[config.mk]
export PLATFORM = sky130hd
export DESIGN_NAME = regional_clk_divider
export DESIGN_NICKNAME = d
export VERILOG_FILES = /design/src/rtl/regional_clk_divider.sv
export SDC_FILE = /design/constraint.sdc
export NUM_CORES = 1
export LEC_CHECK = 0
export BUFFER_PORTS_ARGS = -buffer_cell sky130_fd_sc_hd__buf_2
export CAP_MARGIN = 20
export CELL_PAD_IN_SITES_DETAIL_PLACEMENT = 1
export CELL_PAD_IN_SITES_GLOBAL_PLACEMENT = 2
export CORE_AREA = 4 4 41 43
export CTS_BUF_LIST = sky130_fd_sc_hd__clkbuf_4
export CTS_CLUSTER_DIAMETER = 60
export DETAILED_ROUTE_END_ITERATION = 16
export DIE_AREA = 0 0 45 47
export PLACE_DENSITY_LB_ADDON = 0.15
export SLEW_MARGIN = 20
export SYNTH_ARGS = -nofsm -noshare
export SYNTH_HDL_FRONTEND = slang
export SYNTH_SLANG_ARGS = --single-unit
[constraint.sdc]
create_clock -name clk -period 1.5 [get_ports clk]
set_clock_uncertainty 0.1 [all_clocks]
set_input_delay 0.075 -clock clk [delete_from_list [all_inputs] [get_ports clk]]
set_output_delay 0.075 -clock clk [all_outputs]
set_load 0.02 [all_outputs]
[src/rtl/regional_clk_divider.sv]
// ----------------------------------------------------------------------------
// regional_clk_divider
//
// Purpose:
//   Receiving-end divider for one clock region. Divides the buffered fabric
//   clock by DIVIDE into a registered regional clock (div_o). It also emits
//   single-cycle rise/fall strobes for logic that cannot use div_o as a clock.
//   The divider advances only while the registered enable (r_ce_q) is high.
//   While the enable is low, the phase and div_o are frozen.
//
// Build option:
//   REGIONAL_CLK_DIVIDER_CE_SYNC_EN - when defined, ce_i passes through a
//   2-flop synchronizer (2-cycle enable latency). When undefined, ce_i passes
//   through a single register (1-cycle enable latency).
//
// Parameters:
//   DIVIDE   - division ratio, legal range 2..8.
//   HIGH_CNT - derived: clk cycles per period for which div_o is high.
//
// Ports:
//   clk      in   buffered source clock, rising edge
//   rst_n    in   synchronous reset, active-low
//   ce_i     in   clock enable (registered before use)
//   clr_i    in   synchronous phase clear, active-high
//   div_o    out  divided clock (registered)
//   rise_o   out  one-cycle pulse in the cycle div_o first reads 1
//   fall_o   out  one-cycle pulse in the cycle div_o first reads 0
//   active_o out  set by the first rise since reset/clear
//   cnt_o    out  phase counter (debug)
// ----------------------------------------------------------------------------
module regional_clk_divider #(
    parameter int unsigned DIVIDE = 4
) (
    input  logic       clk,
    input  logic       rst_n,
    input  logic       ce_i,
    input  logic       clr_i,
    output logic       div_o,
    output logic       rise_o,
    output logic       fall_o,
    output logic       active_o,
    output logic [2:0] cnt_o
);

    localparam int unsigned HIGH_CNT = (DIVIDE + 1) / 2;
    localparam logic [2:0]  LAST_CNT = 3'(DIVIDE - 1);
    localparam logic [2:0]  HIGH_LIM = 3'(HIGH_CNT);

    if ((DIVIDE < 2) || (DIVIDE > 8)) begin : g_bad_divide
        $error("regional_clk_divider: DIVIDE must be in 2..8");
    end

    logic       r_ce_q;
    logic [2:0] r_cnt;
    logic       r_div;
    logic       r_rise;
    logic       r_fall;
    logic       r_active;
    logic [2:0] w_cnt_nxt;

    // Enable pipeline: only reset clears it; clr_i leaves it running.
`ifdef REGIONAL_CLK_DIVIDER_CE_SYNC_EN
    logic r_ce_s1;

    always_ff @(posedge clk) begin
        if (!rst_n) begin
            r_ce_s1 <= 1'b0;
            r_ce_q  <= 1'b0;
        end else begin
            r_ce_s1 <= ce_i;
            r_ce_q  <= r_ce_s1;
        end
    end
`else
    always_ff @(posedge clk) begin
        if (!rst_n) begin
            r_ce_q <= 1'b0;
        end else begin
            r_ce_q <= ce_i;
        end
    end
`endif

    always_comb begin
        w_cnt_nxt = (r_cnt == LAST_CNT) ? 3'd0 : r_cnt + 3'd1;
    end

    // Reset and clear both park the counter at LAST_CNT, so the first enabled
    // edge wraps to 0 and produces a clean rising edge plus a rise strobe.
    always_ff @(posedge clk) begin
        if (!rst_n || clr_i) begin
            r_cnt    <= LAST_CNT;
            r_div    <= 1'b0;
            r_rise   <= 1'b0;
            r_fall   <= 1'b0;
            r_active <= 1'b0;
        end else if (r_ce_q) begin
            r_cnt    <= w_cnt_nxt;
            r_div    <= (w_cnt_nxt < HIGH_LIM);
            r_rise   <= (w_cnt_nxt == 3'd0);
            r_fall   <= (w_cnt_nxt == HIGH_LIM);
            r_active <= r_active | (w_cnt_nxt == 3'd0);
        end else begin
            // Frozen: phase and div_o hold; strobes must not repeat.
            r_rise <= 1'b0;
            r_fall <= 1'b0;
        end
    end

    assign div_o    = r_div;
    assign rise_o   = r_rise;
    assign fall_o   = r_fall;
    assign active_o = r_active;
    assign cnt_o    = r_cnt;

endmodule

==> impl_results.md, run 1 <==
* Status: finished, final reports clean
* CTS buffer count at 3
* Crit. End Element: flip-flop
* CP cell instances: dlygate4sd3_1 > buf_2 > and2_1 > dlygate4sd3_1
* Capturing element of the worst setup path: r_ce_q$_SDFF_PN0_
* Share of the clock period used by the worst path at 0.907
* R2R Setup Slk at between 0.2 and 0.25 ns
* Worst EP required at about 1.5 ns
* Share of power burned in registers at 0.506
* Synth warnings at 0
* Initial Utilization at 0.255
* Largest driver fanout on the critical path at 1
* Total GRT Usage at 0.0903
* Most used cell, CP: sky130_fd_sc_hd__dlygate4sd3_1
* Clock slew seen by the registers of the worst setup and hold paths at roughly 0.060 ns
* Weighted congestion reported at the end of routability-driven placement at about 0.76
* Clock net sink count at 8
* Synthesized netlist cell count at 28
* Number of register bits inferred by synthesis at 8
* Avg Cell Area, Syn at between 10 and 15 um^2
* Drt total wl at about 730 um
* Post-DR vias/cell at 4.47
* Fraction of met3 tracks used by global routing at 0.0230
* Switching share of total power at 0.246
* Detailed-placement wirelength estimate at between 500 and 600 um
* ANT nets after route at 0
* Pin count of the biggest net entering global routing at 8
* Launching element of the worst setup path: ce_i
* Finish-stage setup viols at 0
* Relative contribution of the clock network to total power at 0.383
* Startpoint kind of the worst setup timing path: primary input
* Port Buf Inserts at 10
* GR Util met1 at 0.0986
* Type of the setup path with the least slack: primary input to flip-flop
* Finished Layout Cells at 59
* Count of instances resized after the clock tree is built at 0
* Endpoint of the most critical register-to-register path: div_o$_SDFFE_PP0P_
* Period minus WS final at 1.36 ns
* Worst slew slack as a fraction of its limit at 0.785
* Final hold vios at 0
* TritonRoute pass-1 iters at 2
* Internal portion of total power at roughly 340 uW
* Switching power summed over all nets at between 100 and 150 uW
* Row count at 13
* Clock network latency to the later pin of the worst-skew pair at 0.26 ns
* Min-Delay Path Class: primary input to flip-flop
* Slowest stage cell on the critical path: sky130_fd_sc_hd__dlygate4sd3_1
* Number of primary I/O pins at 11
* Cells on worst reg2reg path at 4
* Part of the total power dissipated in combinational logic at 0.110
* RSZ-0062 raised after global routing: false
* Static leakage at 0.000209 uW
* Worst stage delay on the critical path at about 0.54 ns
* Total vias in the final route at 264
* Grt met2 use at 0.141
* Reg-to-Reg Start: cnt_o[0]$_SDFFE_PP1P_
* Layout cell share with drive strength beyond 1 at 0.500
* Chip width at 45 um
* Netlist area before placement at ~330 um^2
* Die area at 2120 um^2
* 1st-iter DRT viols at 5
* TritonCTS clock tree: yes
* Unique masters post-synth at 17
* Core Footprint at roughly 1300 um^2
* Number of cells after detailed placement at 54
* IR drop worst, VDD at around 0.00036 V
* DIE HEIGHT at between 40 and 50 um
* Final Net Count at between 50 and 60
* Final Max Tran Viols at 0
* Detailed-route wire length per cell at 12.4 um
* Commonest non-fill, non-tap cell in the layout: sky130_fd_sc_hd__buf_2
* Number of diodes at 0
* Leftover overflow at the end of global routing at 0
* Vias in the first global route at between 300 and 400
* Wire length of the first global-routing pass at roughly 1.3 mm
* Sequential area share after synthesis at 0.483
* Remaining design rule violation count at 0
* # H-tree levels at 1
* Setup_tns at 0 ns
* Maximum number of buffers from clock root to sink at 2
* Initial antenna violation count at 0
* Root buffer cell: sky130_fd_sc_hd__clkbuf_4
* Commonest cells after routing, fill and taps aside: sky130_fd_sc_hd__buf_2 (10), sky130_fd_sc_hd__dfxtp_1 (8), sky130_fd_sc_hd__nand2_1 (3), sky130_fd_sc_hd__clkbuf_4 (3)
* Data arrival time of the critical path at ~1.4 ns
* Slew of the pin with the lowest slew margin at between 0.3 and 0.4 ns
* Ratio of total power to cell area at 986 nW/um^2
* Nets in the synthesized netlist at 33
* Number of max-cap violations at 0
* Fmax at approximately 740 MHz
* Area added between synthesis and finish at 35.8%
* Top Usage Layer GRT: met2
## worst min-delay path by stage
stage | to | start | cells after the start
floorplan | r_ce_q$_SDFF_PN0_ | rst_n | 1
global placement | r_ce_q$_SDFF_PN0_ | ce_i | 2
detailed placement | r_ce_q$_SDFF_PN0_ | ce_i | 2
CTS | cnt_o[1]$_SDFFE_PP1P_ | clr_i | 3
global route | cnt_o[1]$_SDFFE_PP1P_ | clr_i | 3
finish | cnt_o[1]$_SDFFE_PP1P_ | clr_i | 3
## worst max-delay path: cells and delay by family
kind | cells | cell delay, ns
AND/OR/NAND/NOR | 1 | 0.14
buffers and inverters | 3 | 1.18
## routing by layer
| metal | vias to the layer above | share of wire | wire [um] |
|---|---|---|---|
| li1 | 129 | - | - |
| met1 | 126 | 0.44 | 323 |
| met2 | 9 | 0.48 | 355 |
| met3 | 0 | 0.074 | 54 |
| met4 | 0 | 0 | 0 |
| met5 | - | 0 | 0 |
## cells in the mapped netlist
master	count	area, um^2
sky130_fd_sc_hd__and2_1	1	6.26
sky130_fd_sc_hd__nor2b_4	2	27.5
sky130_fd_sc_hd__dfxtp_1	8	160
sky130_fd_sc_hd__o211ai_1	1	7.51
sky130_fd_sc_hd__nor2_1	2	7.51
sky130_fd_sc_hd__o211ai_4	1	21.3
sky130_fd_sc_hd__o21ai_2	1	8.76
sky130_fd_sc_hd__o21ai_0	1	5.00
sky130_fd_sc_hd__a21boi_1	1	7.51
sky130_fd_sc_hd__a21oi_2	1	8.76
sky130_fd_sc_hd__nor4b_2	1	15.0
sky130_fd_sc_hd__nand2_1	3	11.3
sky130_fd_sc_hd__nand2b_1	1	6.26
sky130_fd_sc_hd__and2b_4	1	10.0
sky130_fd_sc_hd__o21ba_2	1	10.0
sky130_fd_sc_hd__and3_1	1	6.26
sky130_fd_sc_hd__ha_1	1	12.5
## stage by stage
stage / instance area [um^2] / hold slack, ns / total power, uW / setup WS [ns] / utilization
detailed placement: 408 / 0.187 / 276 / 0.242 / 0.313
global placement: 408 / 0.182 / 274 / 0.250 / 0.313
CTS: 450 / 0.00639 / 453 / 0.166 / 0.346
finish: 450 / 0.00152 / 444 / 0.140 / 0.346
global route: 450 / 0.0210 / 470 / 0.125 / 0.346
floorplan: 332 / 0.0967 / 258 / 0.0850 / -
## cells by family (layout without fill, tap and decap cells)
group                      after synthesis  after routing  synth area share
and+or+nand+nor                         12             12             0.272
DFF                                      8              8             0.483
AOI/OAI and AO/OA                        7              7             0.208
adders and majority gates                1              1            0.0377
buffers and inverters                    0             16                 0
## power groups by stage
stage               Sequential (uW)  Clock, uW  Combinational (uW)
finish                          225        170                49.0
CTS                             225        178                49.9
floorplan                       235          0                23.4
global route                    226        190                53.9
detailed placement              230          0                46.0
global placement                229          0                44.9
## registers in the layout, summed over array words and instances, names as in the netlist
register	flops
cnt_o	3
active_o	1
div_o	1
fall_o	1
r_ce_q	1
rise_o	1
## repair_timing
action | CTS | global route
buffers inserted | 0 | 0
hold buffers | 2 | 0
setup endpoints to repair | 0 | 0
hold endpoints to repair | 1 | 0
## final cells by class
type | count | area [um^2]
multi-input combinational | 20 | 171
timing repair buffer | 13 | 77.6
sequential | 8 | 160
clock buffer | 3 | 22.5
tap | 15 | 18.8
fill | 155 | 851
Note: power is estimated with default switching activity, not from simulation.
==> run 2: changes to the inputs <==
CORE_AREA = not set   (was 4 4 41 43)
CORE_MARGIN = 4   (was not set)
CORE_UTILIZATION = 25   (was not set)
DIE_AREA = not set   (was 0 0 45 47)
==> impl_results.md, run 2 (synthesis results as in run 1) <==
* Status: finished, final reports clean
* Drt total wl at 696 um (-5.0%)
* Setup_tns at 0 ns (unchanged)
* Layout cell share with drive strength beyond 1 at 0.500 (unchanged)
* Final hold vios at 0 (unchanged)
* Met1 Routed Length at 316 um (-2.2%)
* # H-tree levels at 1 (unchanged)
* Detailed-placement wirelength estimate at 548 um (-1.5%)
* 1st-iter DRT viols at 3 (-2)
* Post-DR vias/cell at 4.52 (+0.95%)
* Area of combinational cells with multiple inputs at 171 um^2 (unchanged)
* Wire length of the first global-routing pass at 1.25 mm (-2.7%)
* Worst slew slack as a fraction of its limit at 0.787 (+0.00131)
* Min-Delay Path Class: primary input to flip-flop
* Period minus WS final at 1.37 ns (+0.0110 ns)
* Top Layer Used: met3
* Worst slack, placed at 0.0948 ns (-0.148 ns)
* Static leakage at 0.000209 uW (-0.24%)
* Vias in the first global route at 284 (-10%)
* Total GRT Usage at 0.0899 (-0.000483)
* Chip width at 44.4 um (-1.3%)
* Clock net sink count at 8 (unchanged)
* Tot Pwr at 433 uW (-2.5%)
* Part of the total power dissipated in combinational logic at 0.113 (+0.003)
* Detailed-route wire length per cell at 12.0 um (-3.4%)
* Internal portion of total power at 335 uW (about the same)
* Core Footprint at 1170 um^2 (-10%)
* Maximum number of buffers from clock root to sink at 2 (unchanged)
* CTS buffer count at 3 (unchanged)
* IR drop worst, VDD at 0.000409 V (+13%)
* Met2 layer wire length in the routed design at 326 um (-8.2%)
* Data arrival time of the critical path at 1.40 ns (about the same)
* Pin count of the biggest net entering global routing at 8 (unchanged)
* Clock slew seen by the registers of the worst setup and hold paths at 0.05 ns (about the same)
* Number of max-cap violations at 0 (unchanged)
* Number of diodes at 0 (unchanged)
* Initial Utilization at 0.283 (+0.0283)
* Final Worst Setup Slack at 0.129 ns (-0.0110 ns)
* Setup repair bufs after CTS at 0 (unchanged)
* Reg area at 161 um^2 (+0.78%)
* Relative contribution of the clock network to total power at 0.365 (-0.018)
* Commonest cells after routing, fill and taps aside: sky130_fd_sc_hd__buf_2 (10), sky130_fd_sc_hd__dfxtp_1 (7), sky130_fd_sc_hd__nand2_1 (3), sky130_fd_sc_hd__clkbuf_4 (3), sky130_fd_sc_hd__dlygate4sd3_1 (3)
* Remaining design rule violation count at 0 (unchanged)
* Crit. End Element: flip-flop
* TritonCTS clock tree: yes
* Final Net Count at 51 (unchanged)
* Met3 WL at 53 um (-1.9%)
* Share of power burned in registers at 0.522 (+0.016)
* Switching share of total power at 0.226 (-0.0197)
* Worst EP required at 1.53 ns (about the same)
* Switching power summed over all nets at 97.9 uW (-10%)
* RSZ-0062 raised after global routing: false
* Slew of the pin with the lowest slew margin at 0.320 ns (-0.00196 ns)
* Weighted congestion reported at the end of routability-driven placement at 0.694 (-9.0%)
* ANT nets after route at 0 (unchanged)
* Largest driver fanout on the critical path at 1 (unchanged)
* Final Max Tran Viols at 0 (unchanged)
* Root buffer cell: sky130_fd_sc_hd__clkbuf_4
* Startpoint kind of the worst setup timing path: primary input
* Row count at 12 (-1)
* Share of the clock period used by the worst path at 0.914 (+0.00731)
* Initial antenna violation count at 0 (unchanged)
* Total vias in the final route at 262 (-0.76%)
* Leftover overflow at the end of global routing at 0 (unchanged)
* DIE HEIGHT at 44.4 um (-5.5%)
* TritonRoute pass-1 iters at 2 (unchanged)
* Commonest non-fill, non-tap cell in the layout: sky130_fd_sc_hd__buf_2
* Max reg flops at 3 (unchanged)
* Die area at 1970 um^2 (-6.7%)
* Number of primary I/O pins at 11 (unchanged)
* Area added between synthesis and finish at 36.6%
* Fmax at 729 MHz (-0.80%)
* Clock network latency to the later pin of the worst-skew pair at 0.24 ns (-0.02 ns)
* Port Buf Inserts at 10 (unchanged)
* Finish-stage setup viols at 0 (unchanged)
* Ratio of total power to cell area at 957 nW/um^2 (-3.0%)
* Fill cell total of the finished layout at 136 (-12%)
* Type of the setup path with the least slack: primary input to flip-flop
## run 2: cell count changes in the layout (fill, tap and decap cells not counted)
cell	delta
sky130_fd_sc_hd__dlygate4sd3_1	+1
sky130_fd_sc_hd__dfxtp_1	-1
sky130_fd_sc_hd__buf_4	-1
sky130_fd_sc_hd__dfxtp_2	+1
## run 2: worst paths after layout
kind / startpoint / slack [ns] / to / depth (start not counted)
max: ce_i / 0.13 / r_ce_q$_SDFF_PN0_ / 4
min: rst_n / 0.09 / cnt_o[1]$_SDFFE_PP1P_ / 3
max reg2reg: cnt_o[0]$_SDFFE_PP1P_ / 0.16 / fall_o$_SDFF_PP0_ / 4
min reg2reg: active_o$_SDFFE_PP0P_ / 0.35 / active_o$_SDFFE_PP0P_ / 2
## run 2: stage by stage
stage | hold WS [ns] | instance area, um^2 | cells | utilization
after floorplan | 0.0967 | 332 | 28 | -
after global placement | 0.180 | 399 | 52 | 0.341
final | 0.0880 | 453 | 58 | 0.387
after detailed placement | 0.195 | 399 | 52 | 0.341
after CTS | 0.0790 | 452 | 58 | 0.386
after global routing | 0.0916 | 453 | 58 | 0.387
## run 2: area by class of cell
cell class                      instances  area share
Tap cell                               14      0.0387
Timing Repair Buffer                   13       0.177
Sequential cell                         8       0.356
Multi-Input combinational cell         20       0.378
Clock buffer                            3      0.0497
## run 2: routing by layer
metal	global-route usage	vias to the layer above
li1	-	132
met1	0.102	121
met2	0.137	9
met3	0.0407	0
met4	0.0542	0
met5	0	-
## run 2: worst max-delay path: stages
cell,delay (ns)
sky130_fd_sc_hd__dlygate4sd3_1,0.54
sky130_fd_sc_hd__buf_2,0.12
sky130_fd_sc_hd__and2_1,0.14
sky130_fd_sc_hd__dlygate4sd3_1,0.54
## run 2: timing repair
action / in CTS / in global routing
gates resized for setup: 0 / 1
hold endpoints to repair: 2 / 0
setup endpoints to repair: 0 / 4
hold buffers: 3 / 0
## run 2: power by group through the flow
stage / clock network [uW] / registers [uW] / logic, uW
floorplan: 0 / 235 / 23.4
global placement: 0 / 230 / 41.8
detailed placement: 0 / 230 / 43.8
CTS: 169 / 226 / 49.7
global route: 179 / 227 / 53.8
finish: 158 / 226 / 49.0
